===== config.mk =====
export PLATFORM = sky130hd
export DESIGN_NAME = program_loader
export DESIGN_NICKNAME = d
export VERILOG_FILES = /design/src/rtl/program_loader_pkg.sv /design/src/rtl/program_loader_word_assembler.sv /design/src/rtl/program_loader.sv
export SDC_FILE = /design/constraint.sdc
export NUM_CORES = 1
export LEC_CHECK = 0
export BUFFER_PORTS_ARGS = -buffer_cell sky130_fd_sc_hd__buf_4
export CORE_ASPECT_RATIO = 0.75
export CORE_UTILIZATION = 55
export DETAILED_ROUTE_END_ITERATION = 12
export PLACE_DENSITY = 0.77
export SLEW_MARGIN = 20
export SYNTH_ARGS = -nofsm -noshare
export SYNTH_HDL_FRONTEND = slang
export SYNTH_SLANG_ARGS = --single-unit

===== constraint.sdc =====
create_clock -name i_clk -period 2.9 [get_ports i_clk]
set_clock_uncertainty 0.05 [all_clocks]
set_input_delay 0.58 -clock i_clk [delete_from_list [all_inputs] [get_ports i_clk]]
set_output_delay 0.58 -clock i_clk [all_outputs]
set_load 0.01 [all_outputs]

===== src/rtl/program_loader_pkg.sv =====
// Shared definitions for the program loader: FSM state encoding, the
// end-of-program word, execution-mode codes and the byte-lane count.
package program_loader_pkg;

    typedef enum logic [2:0] {
        ST_LOAD      = 3'd0,
        ST_WAIT_MODE = 3'd1,
        ST_WAIT_GO   = 3'd2,
        ST_RUN_CONT  = 3'd3,
        ST_RUN_STEP  = 3'd4,
        ST_FINISHED  = 3'd5
    } state_t;

    // All-ones word doubles as the CPU HALT encoding.
    localparam logic [31:0] TERM_WORD = 32'hFFFF_FFFF;

    localparam logic MODE_CONT = 1'b0;
    localparam logic MODE_STEP = 1'b1;

    localparam int unsigned LANES = 4;

endpackage


===== src/rtl/program_loader_word_assembler.sv =====
// Byte-to-word assembler. Bytes land in lanes LSB first (lane 0 = bits
// N_BITS-1:0). word_last flags the byte that completes a word, and
// word_next is the completed word including that byte, both in the same
// cycle, so a caller can register the write without an extra cycle.
//
// Ports:
//   clk, rst_n   clock, async active-low reset
//   enable       accept bytes only while high
//   byte_data    incoming byte
//   byte_valid   one-cycle strobe for byte_data
//   word_next    lanes with the current byte merged in
//   word_last    current byte completes a word (pulse)
module program_loader_word_assembler #(
    parameter int unsigned N_BITS = 8,
    parameter int unsigned LANES  = 4
) (
    input  logic                      clk,
    input  logic                      rst_n,
    input  logic                      enable,
    input  logic [N_BITS-1:0]         byte_data,
    input  logic                      byte_valid,
    output logic [LANES*N_BITS-1:0]   word_next,
    output logic                      word_last
);

    localparam int unsigned IDX_W = (LANES > 1) ? $clog2(LANES) : 1;

    logic [LANES*N_BITS-1:0] lanes;
    logic [IDX_W-1:0]        idx;

    always_comb begin
        word_next = lanes;
        word_next[idx*N_BITS +: N_BITS] = byte_data;
        word_last = enable && byte_valid && (idx == IDX_W'(LANES - 1));
    end

    always_ff @(posedge clk or negedge rst_n) begin
        if (!rst_n) begin
            lanes <= '0;
            idx   <= '0;
        end else if (enable && byte_valid) begin
            lanes <= word_next;
            idx   <= word_last ? '0 : idx + 1'b1;
        end
    end

endmodule


===== src/rtl/program_loader.sv =====
// Debug-unit program loader. Reassembles UART bytes into instructions,
// writes them to instruction memory until the terminator word, then takes
// an execution-mode byte and drives CPU enable / single-step until halt.
//
// Ports:
//   i_clk, i_reset   clock, async active-low reset
//   i_rx_data        received byte, valid while i_rx_done=1
//   i_rx_done        one-cycle strobe per received byte
//   i_halt           CPU has retired HALT (level)
//   o_imem_we        instruction-memory write strobe
//   o_imem_addr      word address of the write
//   o_imem_data      assembled instruction
//   o_enable         CPU clock-enable (continuous mode)
//   o_step           single-step pulse
//   o_mode_step      latched mode, 1 = step
//   o_load_done      program fully loaded
//   o_overflow       sticky: word arrived with memory full
//   o_done           pulse when execution ends
//
// state      | meaning
// -----------+------------------------------------------------------
// LOAD       | assembling bytes into words and writing memory
// WAIT_MODE  | next byte bit0 selects step (1) or continuous (0)
// WAIT_GO    | next byte starts continuous execution
// RUN_CONT   | o_enable held high until halt
// RUN_STEP   | byte with bit0=1 issues one step pulse, until halt
// FINISHED   | execution ended; only reset leaves
module program_loader #(
    parameter int unsigned N_BITS = 8,
    parameter int unsigned INST_W = 32,
    parameter int unsigned ADDR_W = 8,
    parameter logic [INST_W-1:0] TERM_WORD = program_loader_pkg::TERM_WORD
) (
    input  logic              i_clk,
    input  logic              i_reset,
    input  logic [N_BITS-1:0] i_rx_data,
    input  logic              i_rx_done,
    input  logic              i_halt,
    output logic              o_imem_we,
    output logic [ADDR_W-1:0] o_imem_addr,
    output logic [INST_W-1:0] o_imem_data,
    output logic              o_enable,
    output logic              o_step,
    output logic              o_mode_step,
    output logic              o_load_done,
    output logic              o_overflow,
    output logic              o_done
);

    import program_loader_pkg::*;

    state_t              state, state_nx;
    logic [ADDR_W-1:0]   wr_ptr, wr_ptr_nx;
    logic                full, full_nx;
    logic                we_nx, enable_nx, step_nx, mode_nx;
    logic                load_done_nx, overflow_nx, done_nx;
    logic [ADDR_W-1:0]   addr_nx;
    logic [INST_W-1:0]   data_nx;
    logic [INST_W-1:0]   word_next;
    logic                word_last;
    logic                is_term;

    program_loader_word_assembler #(
        .N_BITS (N_BITS),
        .LANES  (LANES)
    ) u_asm (
        .clk        (i_clk),
        .rst_n      (i_reset),
        .enable     (state == ST_LOAD),
        .byte_data  (i_rx_data),
        .byte_valid (i_rx_done),
        .word_next  (word_next),
        .word_last  (word_last)
    );

    assign is_term = (word_next == TERM_WORD);

    always_ff @(posedge i_clk or negedge i_reset) begin
        if (!i_reset) begin
            state       <= ST_LOAD;
            wr_ptr      <= '0;
            full        <= 1'b0;
            o_imem_we   <= 1'b0;
            o_imem_addr <= '0;
            o_imem_data <= '0;
            o_enable    <= 1'b0;
            o_step      <= 1'b0;
            o_mode_step <= 1'b0;
            o_load_done <= 1'b0;
            o_overflow  <= 1'b0;
            o_done      <= 1'b0;
        end else begin
            state       <= state_nx;
            wr_ptr      <= wr_ptr_nx;
            full        <= full_nx;
            o_imem_we   <= we_nx;
            o_imem_addr <= addr_nx;
            o_imem_data <= data_nx;
            o_enable    <= enable_nx;
            o_step      <= step_nx;
            o_mode_step <= mode_nx;
            o_load_done <= load_done_nx;
            o_overflow  <= overflow_nx;
            o_done      <= done_nx;
        end
    end

    always_comb begin
        state_nx     = state;
        wr_ptr_nx    = wr_ptr;
        full_nx      = full;
        we_nx        = 1'b0;
        addr_nx      = o_imem_addr;
        data_nx      = o_imem_data;
        step_nx      = 1'b0;
        done_nx      = 1'b0;
        mode_nx      = o_mode_step;
        load_done_nx = o_load_done;
        overflow_nx  = o_overflow;

        case (state)
            ST_LOAD: begin
                if (word_last) begin
                    if (!full) begin
                        we_nx   = 1'b1;
                        addr_nx = wr_ptr;
                        data_nx = word_next;
                        // Pointer parks on the last slot; full blocks later writes.
                        if (wr_ptr == '1) full_nx = 1'b1;
                        else              wr_ptr_nx = wr_ptr + 1'b1;
                    end else if (!is_term) begin
                        overflow_nx = 1'b1;
                    end
                    if (is_term) begin
                        load_done_nx = 1'b1;
                        state_nx     = ST_WAIT_MODE;
                    end
                end
            end
            ST_WAIT_MODE: begin
                if (i_rx_done) begin
                    mode_nx  = i_rx_data[0];
                    state_nx = (i_rx_data[0] == MODE_STEP) ? ST_RUN_STEP : ST_WAIT_GO;
                end
            end
            ST_WAIT_GO: begin
                if (i_rx_done) state_nx = ST_RUN_CONT;
            end
            ST_RUN_CONT: begin
                if (i_halt) begin
                    state_nx = ST_FINISHED;
                    done_nx  = 1'b1;
                end
            end
            ST_RUN_STEP: begin
                // Halt wins over a byte arriving in the same cycle.
                if (i_halt) begin
                    state_nx = ST_FINISHED;
                    done_nx  = 1'b1;
                end else if (i_rx_done && i_rx_data[0]) begin
                    step_nx = 1'b1;
                end
            end
            default: begin
                state_nx = state;
            end
        endcase

        enable_nx = (state_nx == ST_RUN_CONT);
    end

endmodule


After elaboration in Yosys (flattened, before gate mapping)
Index checks and enable logic that the tools add are counted.
- register bits: 93
- latch bits: 0
- memory bits (writable): 0
- bits in read-only memories: 0
- input port bits: 12
- output and inout port bits: 47
- word-level logic and storage cells: 60
- memories: 0
- $add $sub $neg: 3
- multipliers: 0
- divide/modulo/power cells: 0
- order comparisons: 0
- eq/ne operators: 8
- shift-type cells: 2
- muxes and demuxes: 19
- bitwise gates (word level): 3
- reduce and logical (&&, ||, !) cells: 11
- operators with widths (operator ; count):
    5-bit negator with 34-bit output ; 1
    8-bit by 34-bit variable shift with 32-bit output, first input constant ; 1
    8-bit by 34-bit indexed part select with 32-bit output ; 1
    32-bit bitwise mux ; 1
    32-bit == test, second input constant ; 1
    3-bit 2-to-1 mux ; 6
    3-bit case mux with 4 select lines ; 1
    1-bit 2-to-1 mux ; 10
    3-bit by 2-bit == test with 1-bit output, second input constant ; 3
    8-bit by 1-bit adder with 8-bit output, second input constant ; 1
    8-bit == test, second input constant ; 1
    4-bit AND reduction ; 2
    3-bit AND reduction ; 2
    2-bit AND reduction ; 2
    3-bit by 1-bit == test with 1-bit output, second input constant ; 1
    3-bit == test, second input constant ; 1
    1-bit logical AND ; 3
    3-bit logical NOT ; 1
    1-bit inverter ; 3
    2-bit by 1-bit adder with 2-bit output, second input constant ; 1
    2-bit == test, second input constant ; 1
    2-bit 2-to-1 mux ; 1
    2-bit OR reduction ; 1

Longest topological paths before layout
Gate-level depths: netlist of run 1.
- depth after elaboration: 8
- mapped depth: 9
- depth with buffers taken out: 8

Modules after synthesis
Synthesis of run 1 repeated with hierarchy kept, for this count alone.
- cell total of the unflattened synthesis: 328
- area total of the unflattened synthesis: 4256.6 um^2
- by module, submodules not included (module ; times used ; cells an instance ; area an instance (um^2) ; seq. area each (um^2)):
    program_loader ; 1 ; 172 ; 2436.1 ; 1476.4
    program_loader_word_assembler ; 1 ; 156 ; 1820.5 ; 850.8

Worst setup path before layout of run 1
Ideal clock, no wire load.
- path kind: flip-flop to flip-flop
- start point: reg u_asm.idx[0]
- end point: reg o_load_done
- library setup time: 66 ps
- arrival time: 2308 ps
- required time: 2784 ps
- setup slack: 476 ps
- cell stages (with the launch flop): 9
- buffers on the path: 0
- period minus slack after synthesis: 2424 ps
- cells stage by stage: dfrtp_1 > inv_1 > ha_1 > and2b_2 > and2_1 > mux2i_1 > or4b_4 > nor4_2 > a31o_1
- word-level cells in the longest chain between the ends: 5
- elaborated cells between the ends (all ways): 8
- those cells by class: add/sub (1); eq/ne (2); shift (2); mux (1); reduce/logical (2)
- RTL lines (element ; RTL line ; source):
    start, declared ; program_loader_word_assembler.sv:29 ; logic [IDX_W-1:0] idx;
    start signal, assigned ; program_loader_word_assembler.sv:43 ; idx <= word_last ? '0 : idx + 1'b1;
    5-bit negator with 34-bit output ; program_loader_word_assembler.sv:33 ; word_next[idx*N_BITS +: N_BITS] = byte_data;
    8-bit by 34-bit indexed part select with 32-bit output or 8-bit by 34-bit variable shift with 32-bit output (tied branches) ; program_loader_word_assembler.sv:33 ;
    32-bit bitwise mux ; program_loader_word_assembler.sv:33 ;
    32-bit == test ; program_loader.sv:76 ; assign is_term = (word_next == TERM_WORD);
    3-bit AND reduction (no line) * ; n/a ;
    end signal, assigned ; program_loader.sv:102 ; o_load_done <= load_done_nx;
    end, declared ; program_loader.sv:45 ; output logic o_load_done,
Every way passes the cells marked *; elsewhere a longest branch is shown, timed or not.
A chain may end at the register's enable or synchronous reset.

Worst setup path after layout of run 1
Ends and elaborated chain as after synthesis.

==> summary by stage, run 1 <==
Route
The pre-antenna-repair detailed-routing pass consisted of 5 iterations. For this block, the initial DRC count from the detailed router was 231. Dividing the detail-routed wire length by the instance count gives 15.7 µm.

The detailed-route via count is 3,336. The DRC violations left is 0. Once detail routing completed, the nets flagged for antenna violations numbered 0. The post-detailed-route via-to-cell ratio is 5.58. The final layout contains routed wiring with a total length of 9370 µm.

Die
The floorplan step defined a die boundary enclosing 7930 µm². Pin placement for this block handled 59 I/O pins. The initial core utilization is 56.8%. The height of the die is 77.4 µm.

The number of placement rows is 27. The chip width is 102 µm. The floorplan step defined a core boundary enclosing 7330 µm².

Timing
At the pin with the least slew margin, the transition time is 562 ps. After layout, the worst setup slack is 120 ps. Derived from the worst setup path, the maximum achievable clock frequency is 0.360 GHz. The number of max-slew violations in the final report is 0. The total count of hold-check failures in the final report is 0.

Measured against its own limit, the worst slew margin works out to 62.6%. The shortest clock period the worst path allows after layout is 2780 ps. The count of endpoints failing setup in the final report is 0. The share of the clock period used by the worst path is 95.9%. The setup total negative slack is 0 ps. Setup repair after global routing left no endpoint under its margin.

Synthesis
The synthesized area per cell is 9.53 µm². For this run, the number of Yosys warnings is 0. Synthesis produced a netlist whose cell count is 437. The number of enable-type register cells in the synthesized netlist is 0. Counting flops and latches in the post-synthesis netlist gives 93.

The number of distinct library cells after synthesis is 41. For this run, the leading register cell type out of synthesis is dfrtp_1. The share of async-settable or async-resettable flops after synthesis is 100%. The net count after synthesis is 455.

The synthesized area is 4160 µm². The post-synthesis sequential area ratio is 55.9%.

Clock tree
The CTS H-tree depth is 3. The CTS tree is yes. The number of buffers between clock root and the deepest sink is 2. The number of clock sinks is 93.

The root buffer cell chosen for the clock tree is clkbuf_8. The clock latency of the later-clocked register in the worst-skew pair is 370 ps. The number of CTS-inserted buffers is 9.

Clock-pin slew was measured on the worst setup and hold paths at 90 ps. The number of setup buffers added after CTS is 0.

Power and ir drop
For this design the total switching power over the nets is 0.000618 W. The part of the power in the clock network is 39.2%. The internal power consumption is 0.00190 W. Combinational logic is responsible for 7.8% of the overall power. The cell area power density is 508 nW/µm². The analysis attributes to cell leakage a power of 2.37 nW.

The peak supply drop is 0.340 mV. The sequential share of power is 53.0%. In this run switching power makes up 24.5% of total power.

Global routing
The initial antenna violation count is 0. The number of global-route vias before repair is 3,075. For this run, the total global-route usage over all layers was measured as 25.8%. Entering global routing, the biggest net connects 57 pins.

The first-pass GRT wire length is 15,500 µm. After global routing the overflow that remains totals 0.

Worst setup path
On the worst path, the slowest cell contributes a delay of 580 ps. Traced cell by cell, the critical path runs through inv_1 > ha_1 > and2b_2 > and2_1 > mux2i_1 > or4b_4 > nor4_4 > a31o_1. On the critical path, the stage with the largest delay is an instance of or4b_4. The worst register-to-register path ends at o_load_done. The end point of the critical path is o_load_done. In this run the worst path has a maximum fanout of 8. The required time of the critical path is 3150 ps.

At the worst endpoint, the arrival time is 3030 ps. The setup check on the worst reg-to-reg path leaves a slack of 120 ps. STA classifies the critical path startpoint as a flop. The critical path start-end classification is flop to flop. The worst register-to-register path begins at u_asm.idx[0]. Tracing the worst setup path back leads to its startpoint at u_asm.idx[0]. STA classifies the critical path endpoint as a flop. The worst register-to-register path has a depth of 8.

Placement
The placer congestion estimate is 0.896. In this run the cell area measured after placement is 4710 µm². The wire-length estimate of the detail-placed layout is 6560 µm.

Before CTS, the worst setup slack after placement is 23.0 ps. The count of buffers added on input and output ports is 58.

Finish
Leaving out fill and tap cells, the most frequent cell in the layout is dfrtp_1. The library cells used most frequently in the layout, excluding fill and tap cells, are dfrtp_1 (93), nand2_1 (91), buf_4 (68), o21ai_0 (44), nor2_1 (31). The count of nets after finishing is 510. From synthesis to final layout, the design area changed by 19.2%. Fill cells in the final layout number 596.

The final instance area is 4960 µm². The share of cells above drive strength 1 is 20.3%. The number of diodes is 0.

Job
The number of maximum-capacitance constraint violations is 0.

Worst hold path
The worst hold-check path type is input pin to asynchronous set/reset pin.

Status
The run finished with clean final reports.
how the worst min path moves through the flow:
stage | from | cells after the start | end
2_1_floorplan | i_reset | 0 | full
3_3_place_gp | u_asm.lanes[28] | 2 | u_asm.lanes[28]
3_5_place_dp | u_asm.lanes[27] | 2 | u_asm.lanes[27]
4_1_cts | i_reset | 1 | o_imem_data[19]
5_1_grt | i_reset | 1 | o_imem_data[17]
6_report | i_reset | 1 | o_imem_data[19]
power groups by stage:
stage	Combinational, W	Clock, W	Sequential (W)
2_1_floorplan	0.000112	0	0.00136
3_3_place_gp	0.000186	0	0.00136
3_5_place_dp	0.000192	0	0.00136
4_1_cts	0.000193	0.00100	0.00134
5_1_grt	0.000220	0.00106	0.00134
6_report	0.000196	0.000988	0.00134
cell usage after synthesis, drive strengths merged (3+ instances only):
cell type	count	area (µm²)
nand3	3	15.0
nor3	4	20.0
nor4b	4	35.0
buf	11	66.3
dfrtp	93	2330
xor2	3	26.3
nor2b	33	209
and2	4	25.0
a21oi	25	125
nand3b	3	22.5
and2b	5	38.8
nor2	31	116
o21ai	44	220
ha	6	75.1
nor4	5	37.5
xnor2	3	26.3
inv	4	15.0
a31oi	27	169
nand4	4	25.0
nand2	91	342
mux2	4	45.0
clkbuf	14	52.6
per-layer routing:
metal	up-vias	share of wire (%)	global-route usage (%)
met5	-	0	0
met3	11	6.0	4.86
li1	1602	-	-
met2	114	44	37.3
met4	0	1.4	8.43
met1	1609	49	39.3
final cells by class:
class / count / area [µm²] / share of cell area (%)
timing repair buffer: 69 / 531 / 10.7
tap: 101 / 126 / 2.55
sequential: 93 / 2330 / 46.9
multi-input combinational: 314 / 1730 / 34.9
inverter: 5 / 18.8 / 0.378
clock buffer: 10 / 138 / 2.77
clock inverter: 6 / 93.8 / 1.89
worst max-delay path: cells and delay by family (launching register included):
family          cells  cell delay (ps)
compound gates      1              210
flops               1              470
buf+inv             1              130
simple gates        4             1360
mux                 1              110
fa+ha+maj           1              380
registers in the layout, summed over array words and instances, names as in the netlist:
signal	cells
full	1
o_mode_step	1
state	3
wr_ptr	8
o_load_done	1
o_overflow	1
o_imem_addr	8
o_imem_data	32
o_done	1
u_asm.idx	2
o_step	1
o_enable	1
o_imem_we	1
u_asm.lanes	32
metrics by stage:
step | util [%] | std cells | power (W) | hold slack [ps]
5_1_grt | 67.7 | 598 | 0.00262 | 193
3_3_place_gp | 64.2 | 582 | 0.00155 | 408
2_1_floorplan | - | 437 | 0.00147 | 234
6_report | 67.7 | 598 | 0.00252 | 147
4_1_cts | 67.5 | 598 | 0.00253 | 164
3_5_place_dp | 64.2 | 582 | 0.00155 | 414
cells by family (layout without fill, tap and decap cells):
family / Yosys count / after routing / synth area share [%]
mux: 6 / 6 / 1.56
fa+ha+maj: 6 / 6 / 1.80
compound gates: 106 / 106 / 14.2
xor+xnor: 6 / 6 / 1.26
flops: 93 / 93 / 55.9
buf+inv: 30 / 90 / 3.31
simple gates: 190 / 190 / 21.9
timing repair:
| item | CTS | global route |
|---|---|---|
| resized for setup | 1 | 6 |
| setup endpoints to repair | 1 | 3 |
| hold buffers | 0 | 0 |
| cloned | 0 | 0 |
| pin swaps | 0 | 1 |
No activity file was read; power rests on OpenSTA's default activity.
==> run 2: changes to the inputs <==
--- a/config.mk
+++ b/config.mk
@@ -5,11 +5,11 @@
 export SDC_FILE = /design/constraint.sdc
 export NUM_CORES = 1
 export LEC_CHECK = 0
-export BUFFER_PORTS_ARGS = -buffer_cell sky130_fd_sc_hd__buf_4
 export CORE_ASPECT_RATIO = 0.75
 export CORE_UTILIZATION = 55
 export DETAILED_ROUTE_END_ITERATION = 12
-export PLACE_DENSITY = 0.77
+export DONT_BUFFER_PORTS = 1
+export PLACE_DENSITY = 0.7
 export SLEW_MARGIN = 20
 export SYNTH_ARGS = -nofsm -noshare
 export SYNTH_HDL_FRONTEND = slang
==> summary by stage, run 2 (same netlist as run 1, synthesis figures left out) <==
Status
The run finished with clean final reports.

Die
The chip width is 102 µm. 59 I/O pins were placed. The floorplan step defined a die boundary enclosing 7930 µm². The number of placement rows is 27.

The initial core utilization is 56.8%. The total core area is 7330 µm². The height of the die is 77.4 µm.

Timing
Dividing the final minimum period by the clock period gives 94.9%. The count of endpoints failing setup in the final report is 0. Headroom to the max-slew limit came out at 62.7%.

For the pin with the worst max-slew slack, the measured transition is 559 ps. The least setup slack across all paths after layout is 148 ps. The total count of hold-check failures in the final report is 0. The shortest clock period the worst path allows after layout is 2750 ps. The number of max-slew violations in the final report came to 0. The maximum achievable frequency is 0.363 GHz.

Route
In this run, the number of DRC markers left after iteration 0 of detailed routing was 132. The first-pass iteration count of the detailed router is 5. In this run the remaining antenna-violating nets after routing total 0. The detailed-route via count is 3,072.

In the routed layout, each cell is associated on average with a via count of 5.71. The final layout contains routed wiring with a total length of 9130 µm. The mean routed wirelength per cell is 17.0 µm. The DRC violations left is 0.

Global routing
The maximum number of pins on one net before global-route repair is 94. The initial antenna violation count is 0. The number of global-route vias before repair was 2,877. The first global-routing pass estimated 14,900 µm of wire.

For this run the aggregate overflow at the end of global routing stands at 0. The aggregate global-route resource usage is 25.2%.

Placement
The HPWL after detailed placement is 6250 µm. The number of buffer cells added on primary ports is 0. The area of placed instances is 4240 µm². Timing analysis after detailed placement gives a worst setup slack of 33.1 ps. The placer congestion estimate is 0.884.

Finish
The layout has 617 filler cells. The number of antenna diodes in the final layout is 0. In the layout the commonest cells are dfrtp_1 (93), nand2_1 (91), o21ai_0 (44), nor2b_1 (31), nor2_1 (31). The final instance area is 4460 µm². For this run, the share of the core covered by cells in the final layout is 60.9%. The library cell used most frequently in the layout, excluding fill and tap cells, is dfrtp_1. Compared with the post-synthesis result, the final layout area differs by 7.21%.

In the final layout, the share of cells above drive strength 1 is 8.70%. The count of nets after finishing is 450. The largest registers in the layout are o_imem_data (32), u_asm.lanes (32).

Worst setup path
The required time of the critical path is 3090 ps. The type of element capturing the critical path is a flop. The minimum setup slack among reg-to-reg paths is 150 ps. The start point of the critical path is u_asm.idx[0]. The startpoint of the lowest-slack register-to-register path is u_asm.idx[0]. The nature of the critical path startpoint is a flop. Of all nets on the critical path, the largest fanout is 9. The length in cells of the worst reg-to-reg path is 8. The data arrival time of the worst path is 2950 ps.

The worst register-to-register path ends at o_overflow. The critical path start-end classification is flop to flop.

Power and ir drop
VDD sags by at most 0.255 mV. The share of total power dissipated in the clock network is 34.7%. The cell area power density is 518 nW/µm². The logic gate share of total power is 7.4%. Summed over all cells, the static leakage comes to 2.03 nW. The internal power consumption is 0.00173 W.

Net switching is 25.0% of the power. The sequential share of power is 57.9%. The switching component of the power is 0.000578 W.

Worst hold path
The path class of the tightest hold or removal check is input pin to asynchronous set/reset pin.

Clock tree
Clock-pin slew was measured on the worst setup and hold paths at 90 ps. The number of clock sinks is 93. The clock latency of the later-clocked register in the worst-skew pair is 360 ps.

The CTS H-tree depth is 3. In this run the post-CTS setup repair buffer count came out at 0. The number of buffers between clock root and the deepest sink is 2. TritonCTS built the clock tree. The root buffer selected by CTS is clkbuf_8. The number of CTS-inserted buffers is 9.

Job
The number of maximum-capacitance constraint violations is 0.
[run 2: repair_timing]
item                                    CTS  global route
resized for setup                         0             4
hold buffers                              1             0
endpoints found under the setup margin    0             3
endpoints found under the hold margin    93             0
[run 2: critical path, stage by stage, from the launching register on]
cell	delay [ps]
dfrtp_1	480
inv_1	140
ha_1	340
nor2b_2	290
and3_1	210
a22oi_1	70
or4b_4	540
nor4_4	380
o21bai_1	130
[run 2: worst max-delay path by stage]
stage	to	slack, ps	cells past startpoint
final	o_overflow	150	8
after global routing	o_overflow	-20	8
after CTS	o_overflow	10	8
after detailed placement	o_overflow	30	8
after global placement	o_load_done	180	8
after floorplan	o_load_done	480	8
[run 2: power groups by stage]
| stage | Clock [W] | Sequential [W] | Combinational [W] |
|---|---|---|---|
| 2_1_floorplan | 0 | 0.00136 | 0.000112 |
| 3_3_place_gp | 0 | 0.00136 | 0.000135 |
| 3_5_place_dp | 0 | 0.00136 | 0.000140 |
| 4_1_cts | 0.000827 | 0.00134 | 0.000171 |
| 5_1_grt | 0.000877 | 0.00134 | 0.000193 |
| 6_report | 0.000803 | 0.00134 | 0.000172 |
[run 2: stage by stage]
step                setup TNS (ps)  cells  total power [W]  hold WS [ps]
floorplan                        0    437          0.00147           234
global placement                 0    521          0.00150           237
detailed placement               0    521          0.00150           236
CTS                              0    538          0.00234          91.9
global route                 -47.4    538          0.00241           101
finish                           0    538          0.00231          51.4
[run 2: cell type report]
class | instances | area [µm²] | share of cell area (%)
clock buffers | 11 | 151 | 3.39
multi-input cells | 314 | 1720 | 38.5
well taps | 101 | 126 | 2.83
repair buffers | 9 | 87.6 | 1.96
inverters | 5 | 18.8 | 0.420
flip-flops and latches | 93 | 2330 | 52.1
clock inverters | 5 | 33.8 | 0.757
[run 2: layer usage]
layer	wire length, µm	part of all wire [%]	track usage (%)
met5	0	0	0
met4	81	0.89	7.86
met3	570	6.2	7.66
met2	4030	44	35.8
met1	4450	49	37.0
